--- src/rtl/dds_pkg.sv ---
// Shared definitions for the DDS sine generator: quadrant encoding,
// default/derived widths and the elaboration-time quarter-wave table generator.
package dds_pkg;

    typedef enum logic [1:0] {
        QUAD_0 = 2'd0,
        QUAD_1 = 2'd1,
        QUAD_2 = 2'd2,
        QUAD_3 = 2'd3
    } quad_e;

    localparam int DEF_ROM_WIDTH = 8;
    localparam int DEF_ROM_DEPTH = 64;
    localparam int ADDR_W        = $clog2(DEF_ROM_DEPTH);
    localparam int OUT_W         = DEF_ROM_WIDTH + 1;

    localparam real PI_HALF = 1.5707963267948966;

    // round((2^width-1) * sin(pi/2 * (k+0.5)/depth)); the sine is a Taylor
    // series so the table can be folded to constants during elaboration.
    function automatic int rom_entry(input int k, input int depth, input int width);
        real x;
        real term;
        real s;
        x    = PI_HALF * (real'(k) + 0.5) / real'(depth);
        term = x;
        s    = x;
        for (int n = 1; n < 10; n++) begin
            term = -term * x * x / real'((2 * n) * (2 * n + 1));
            s    = s + term;
        end
        return $rtoi(s * real'((1 << width) - 1) + 0.5);
    endfunction

endpackage

--- src/rtl/dds_quarter_rom.sv ---
// Quarter-wave sine table with registered read and NUM_PORTS independent
// read ports (two when the cosine path is built, one otherwise).
module dds_quarter_rom
    import dds_pkg::*;
#(
    parameter int ROM_WIDTH = DEF_ROM_WIDTH,
    parameter int ROM_DEPTH = DEF_ROM_DEPTH,
    parameter int NUM_PORTS = 2,
    localparam int AW       = $clog2(ROM_DEPTH)
) (
    input  logic                                 clk,
    input  logic                                 rst,
    input  logic [NUM_PORTS-1:0][AW-1:0]         addr,
    output logic [NUM_PORTS-1:0][ROM_WIDTH-1:0]  data
);

    logic [ROM_WIDTH-1:0] tbl [ROM_DEPTH];

    for (genvar k = 0; k < ROM_DEPTH; k++) begin : g_tbl
        localparam int V = rom_entry(k, ROM_DEPTH, ROM_WIDTH);
        assign tbl[k] = ROM_WIDTH'(V);
    end

    // One registered read per port every clock.
    always_ff @(posedge clk or negedge rst) begin
        if (!rst) begin
            data <= '0;
        end else begin
            for (int p = 0; p < NUM_PORTS; p++) data[p] <= tbl[addr[p]];
        end
    end

endmodule

--- src/rtl/dds_phase_controller.sv ---
// DDS sine generator: divided sample strobe, phase accumulator with shadowed
// ftw/phase_offset handshake, sticky phase sync, quarter-wave folding.
// Optional cosine output built when DDS_QUADRATURE_EN is defined.
module dds_phase_controller
    import dds_pkg::*;
#(
    parameter int ROM_WIDTH   = DEF_ROM_WIDTH,
    parameter int ROM_DEPTH   = DEF_ROM_DEPTH,
    parameter int PHASE_WIDTH = 32,
    parameter int CE_DIV      = 390
) (
    input  logic                          clk,
    input  logic                          rst,
    input  logic [PHASE_WIDTH-1:0]        ftw,
    input  logic [PHASE_WIDTH-1:0]        phase_offset,
    input  logic                          ftw_valid,
    output logic                          ftw_ready,
    input  logic                          phase_sync,
    output logic signed [ROM_WIDTH:0]     o_sin,
    output logic signed [ROM_WIDTH:0]     o_cos,
    output logic                          o_ce
);

    localparam int AW     = $clog2(ROM_DEPTH);
    localparam int OW     = ROM_WIDTH + 1;
    localparam int CW     = $clog2(CE_DIV);
    localparam int STAGES = 2;
`ifdef DDS_QUADRATURE_EN
    localparam int NP = 2;
`else
    localparam int NP = 1;
`endif

    typedef struct packed {
        logic          neg;
        logic [AW-1:0] addr;
    } fold_t;

    logic [CW-1:0]          cnt;
    logic                   tick;
    logic                   shadow_full;
    logic [PHASE_WIDTH-1:0] sh_ftw, sh_off, act_ftw, act_off;
    logic                   sync_req;
    logic [PHASE_WIDTH-1:0] acc, acc_nxt;
    fold_t [NP-1:0]         fold_nxt, fold_q;
    logic [NP-1:0]          neg_d;
    logic [NP-1:0][AW-1:0]        rom_addr;
    logic [NP-1:0][ROM_WIDTH-1:0] rom_data;
    logic [NP-1:0][OW-1:0]        samp_nxt, samp_q;
    logic [STAGES:0]        vld_pipe;

    // Quadrant folding of the top AW+2 phase bits; mirror is D-1-i == ~i.
    function automatic fold_t fold(input logic [AW+1:0] ph);
        quad_e q;
        fold_t f;
        q      = quad_e'(ph[AW+1:AW]);
        f.neg  = (q == QUAD_2) || (q == QUAD_3);
        f.addr = ((q == QUAD_1) || (q == QUAD_3)) ? ~ph[AW-1:0] : ph[AW-1:0];
        return f;
    endfunction

    assign tick      = (cnt == CW'(CE_DIV - 1));
    assign ftw_ready = !shadow_full;

    // Sample strobe divider: one tick per CE_DIV clocks.
    always_ff @(posedge clk or negedge rst) begin
        if (!rst)      cnt <= '0;
        else if (tick) cnt <= '0;
        else           cnt <= cnt + 1'b1;
    end

    // Shadow capture on handshake; emptied by the tick that applies it.
    always_ff @(posedge clk or negedge rst) begin
        if (!rst) begin
            shadow_full <= 1'b0;
            sh_ftw      <= '0;
            sh_off      <= '0;
        end else if (ftw_valid && !shadow_full) begin
            shadow_full <= 1'b1;
            sh_ftw      <= ftw;
            sh_off      <= phase_offset;
        end else if (tick) begin
            shadow_full <= 1'b0;
        end
    end

    // Pending shadow becomes active after the current tick has used the old one.
    always_ff @(posedge clk or negedge rst) begin
        if (!rst) begin
            act_ftw <= '0;
            act_off <= '0;
        end else if (tick && shadow_full) begin
            act_ftw <= sh_ftw;
            act_off <= sh_off;
        end
    end

    // Sticky sync request; a pulse in a tick cycle survives to the next tick.
    always_ff @(posedge clk or negedge rst) begin
        if (!rst)            sync_req <= 1'b0;
        else if (tick)       sync_req <= phase_sync;
        else if (phase_sync) sync_req <= 1'b1;
    end

    // Next phase and its fold for each output path (cosine leads by a quarter).
    always_comb begin
        acc_nxt  = sync_req ? act_off : acc + act_ftw;
        fold_nxt = '0;
        for (int p = 0; p < NP; p++)
            fold_nxt[p] = fold(acc_nxt[PHASE_WIDTH-1 -: AW+2] + ((AW+2)'(p) << AW));
    end

    // Accumulator and folded address update together on the tick.
    always_ff @(posedge clk or negedge rst) begin
        if (!rst) begin
            acc    <= '0;
            fold_q <= '0;
        end else if (tick) begin
            acc    <= acc_nxt;
            fold_q <= fold_nxt;
        end
    end

    // Sign bit travels alongside the ROM read latency.
    always_ff @(posedge clk or negedge rst) begin
        if (!rst) begin
            neg_d    <= '0;
            vld_pipe <= '0;
        end else begin
            for (int p = 0; p < NP; p++) neg_d[p] <= fold_q[p].neg;
            vld_pipe <= {vld_pipe[STAGES-1:0], tick};
        end
    end

    // ROM address ports fed straight from the fold registers.
    always_comb begin
        rom_addr = '0;
        for (int p = 0; p < NP; p++) rom_addr[p] = fold_q[p].addr;
    end

    dds_quarter_rom #(
        .ROM_WIDTH (ROM_WIDTH),
        .ROM_DEPTH (ROM_DEPTH),
        .NUM_PORTS (NP)
    ) u_rom (
        .clk  (clk),
        .rst  (rst),
        .addr (rom_addr),
        .data (rom_data)
    );

    // Apply sign as two's complement over OW bits.
    always_comb begin
        samp_nxt = '0;
        for (int p = 0; p < NP; p++)
            samp_nxt[p] = neg_d[p] ? -{1'b0, rom_data[p]} : {1'b0, rom_data[p]};
    end

    // Output register: loads once per sample, holds between pulses.
    always_ff @(posedge clk or negedge rst) begin
        if (!rst)             samp_q <= '0;
        else if (vld_pipe[1]) samp_q <= samp_nxt;
    end

    assign o_ce  = vld_pipe[STAGES];
    assign o_sin = samp_q[0];
`ifdef DDS_QUADRATURE_EN
    assign o_cos = samp_q[NP-1];
`else
    assign o_cos = '0;
`endif

endmodule

--- config.mk ---
export PLATFORM = sky130hd
export DESIGN_NAME = dds_phase_controller
export DESIGN_NICKNAME = d
export VERILOG_FILES = /design/src/rtl/dds_pkg.sv /design/src/rtl/dds_quarter_rom.sv /design/src/rtl/dds_phase_controller.sv
export SDC_FILE = /design/constraint.sdc
export NUM_CORES = 1
export LEC_CHECK = 0
export CAP_MARGIN = 20
export CORE_MARGIN = 10
export CORE_UTILIZATION = 60
export CTS_BUF_LIST = sky130_fd_sc_hd__clkbuf_4 sky130_fd_sc_hd__clkbuf_8
export CTS_CLUSTER_DIAMETER = 50
export CTS_CLUSTER_SIZE = 16
export DETAILED_ROUTE_END_ITERATION = 10
export DONT_BUFFER_PORTS = 1
export MAX_ROUTING_LAYER = met4
export PLACE_DENSITY = 0.82
export SLEW_MARGIN = 10
export SYNTH_ARGS = -nofsm -noshare
export SYNTH_HDL_FRONTEND = slang
export SYNTH_SLANG_ARGS = --single-unit
--- constraint.sdc ---
create_clock -name clk -period 2.92 [get_ports clk]
set_input_delay 0.584 -clock clk [delete_from_list [all_inputs] [get_ports clk]]
set_output_delay 0.584 -clock clk [all_outputs]
set_load 0.03 [all_outputs]
==> metrics <==
status finished with violations; failing checks hold timing, setup timing; Slew @ Worst Pin 1024 ps; Routed WL 21,220 µm; WP data required 3320 ps; switching share of total power 0.2207; hold slack -188.8 ps; GRT overflow 0; Synth top area share 0.4814; Hold Violations, Final 199; Post-synth top cells dfrtp_1 (199), mux2_2 (129), nand2_1 (70); Setup crit start kind flop; worst min-delay path category in -> async; ratio of cells with drive above 1 in the final layout 0.2354; placed insts 1,122; Synth Area per Inst 11.16 µm²; Post-Syn Instances 927; crit-path cells ha_4 > fa_2 > a211oi_4 > o21ai_2 > a21oi_4 > o21ai_2 > a211o_1 > a2111o_1 > o221a_4 > a31o_1 > a31oi_1; register area share after synthesis 0.4814; Setup WS pre-CTS -105.9 ps; Die Wd 151.3 µm; fin crit share 1.022; EDFF count, synth 0; Crit-path slowest cell dfrtp_1; CTS root buf clkbuf_8; global-route wire length before repair 34,870 µm; total core area 16,760 µm²; P_leak 0.005176 µW; DRT iter0 DRCs 422; total track usage 0.1960; largest area contributor in the netlist dfrtp_1; Layout Cells excl Fill 1,163; fin. max-slew vios 0; largest net degree at the start of global routing 200; asr flop ratio synth 1.000; final setup vio count 3; # DRC 0; sequential share of power 0.583; die height 151.3 µm; routed vias/inst 6.004; Crit. End Element flop; RSZ-0062 raised after global routing yes; top-level I/O count 88; Power Density 453.6 nW/µm²; H-tree levels 4; cts bufs inserted 17; most frequent CP cell o21ai_2; routability cong. 0.9089; worst vdd ir 504.0 µV; FP Rows 47; vias in the first global route 6,932; Routed WL per cell 18.24 µm; Fill cells 1,240; number of max-cap violations 0; dpl hpwl 15,000 µm; Longest Clk Path Bufs 2; Pint 3922 µW; Clock Power Share 0.393; Yosys cell types 72; Max stage delay on crit path 430 ps; top cells by area, synth dfrtp_1 (48%), mux2_2 (14%), ha_1 (5.1%); Final Critical Period 2984 ps; Max Fclk 335.1 MHz; Syn Std Cell Area 10,340 µm²; number of port buffers 0; WS Path Type reg -> reg; worst-skew pair later-pin latency 470 ps; Psw 1111 µW; die area 22,890 µm²; Final nets 1,038; 1st-pass router iterations 5; Logic pwr share 0.025; crit path DAT 3390 ps; Yosys reg bits 199; Vias 6,983; initial antenna violation count 4; Slew HR 0.3176; CP Max Fanout 11; count leader, synth dfrtp_1; Layout area overhead 7.258%; CTS Sinks 199; CTS tree done; DRT antenna net count 0; clk slew on worst S/H paths 100 ps; Yosys warnings 0; final setup margin -63.94 ps; Synth Flop Type dfrtp_1; Starting Density 0.6172; Final Skew 14.36 ps
[path summary, 6_finish.rpt]
| kind | slack [ps] | to | cells after the start | startpoint |
|---|---|---|---|---|
| max | -60 | rom_addr[3] | 11 | acc[0] |
| min | -190 | act_ftw[17] | 0 | rst |
| max reg2reg | -60 | rom_addr[3] | 11 | acc[0] |
| min reg2reg | 360 | vld_pipe[1] | 0 | vld_pipe[0] |
| max in group asynchronous | 2740 | acc[24] | 0 | rst |
| min in group clk | 200 | sync_req | 1 | phase_sync |
[layout make-up]
cell class / instances / area (µm²) / share of cell area
clock inverters: 13 / 210.2 / 0.01895
well taps: 220 / 275.3 / 0.02481
clock buffers: 18 / 241.5 / 0.02177
diodes: 4 / 10.01 / 0.0009022
inverters: 22 / 82.58 / 0.007443
multi-input cells: 657 / 5047 / 0.4549
flip-flops and latches: 199 / 4980 / 0.4489
repair buffers: 30 / 247.7 / 0.02233
[cell families (layout without fill, tap and decap cells)]
logic type | after synthesis | count (layout) | synth area share
buffers and inverters | 79 | 83 | 0.03980
DFF | 199 | 199 | 0.4814
adders and majority gates | 43 | 43 | 0.05274
and+or+nand+nor | 204 | 204 | 0.09181
xor gates and xnor gates | 34 | 34 | 0.02879
muxes | 155 | 155 | 0.1716
AOI/OAI and AO/OA | 212 | 212 | 0.1334
other | 1 | 13 | 0.0003625
[placed cells by master, fill, tap and decap left out, types with 16 or more instances in the layout]
master,count
buf_4,24
inv_1,20
mux2i_1,21
xor2_1,18
nand2_1,68
a21oi_1,62
mux2_2,129
a21o_1,18
clkbuf_8,17
dfrtp_1,199
nand3_1,18
ha_1,41
nor2_1,55
o21ai_0,41
xnor2_1,16
[per-stage QoR]
step | util | cell area [µm²] | total power (µW) | hold slack [ps] | TNS (ps)
floorplan | - | 10380 | 3084 | 288.4 | 0
global placement | 0.6274 | 10520 | 3101 | 302.8 | -60.44
detailed placement | 0.6274 | 10520 | 3114 | 302.9 | -213.2
CTS | 0.6580 | 11030 | 5075 | -223.9 | -31.18
global route | 0.6620 | 11090 | 5228 | -238.3 | -1467
finish | 0.6620 | 11090 | 5032 | -188.8 | -121.8
[worst max-delay path: cells and delay by family, from the launching register on]
| kind | cells | cell delay [ps] |
|---|---|---|
| compound gates | 9 | 1880 |
| flops | 1 | 430 |
| fa+ha+maj | 2 | 590 |
[per-layer routing]
metal,GRT usage,up-vias,wire length (µm)
met4,0.05630,0,238
met5,-,-,0
met1,0.2514,3440,9439
met2,0.3016,190,10200
met3,0.05131,26,1342
li1,-,3327,-
[power by group through the flow]
stage	sequential (µW)	clock (µW)	combinational (µW)
after floorplan	2960	0	125
after global placement	2980	0	118
after detailed placement	2990	0	126
after CTS	2930	2020	126
after global routing	2950	2140	136
final	2930	1980	125
[state kept, by name, summed over array words and instances, names as in the netlist]
name and flops:
acc 32, act_ftw 32, act_off 32, cnt 9, fold_q 1, neg_d 1, o_sin 9, rom_addr 6
sh_ftw 32, sh_off 32, shadow_full 1, sync_req 1, u_rom.data 8, vld_pipe 3
[timing repair]
item	in CTS	in global routing
gates resized for setup	3	14
setup buffers	7	0
setup endpoints to repair	8	12
pin swaps	5	12
hold endpoints to repair	199	199
No activity file was read; power rests on OpenSTA's default activity.
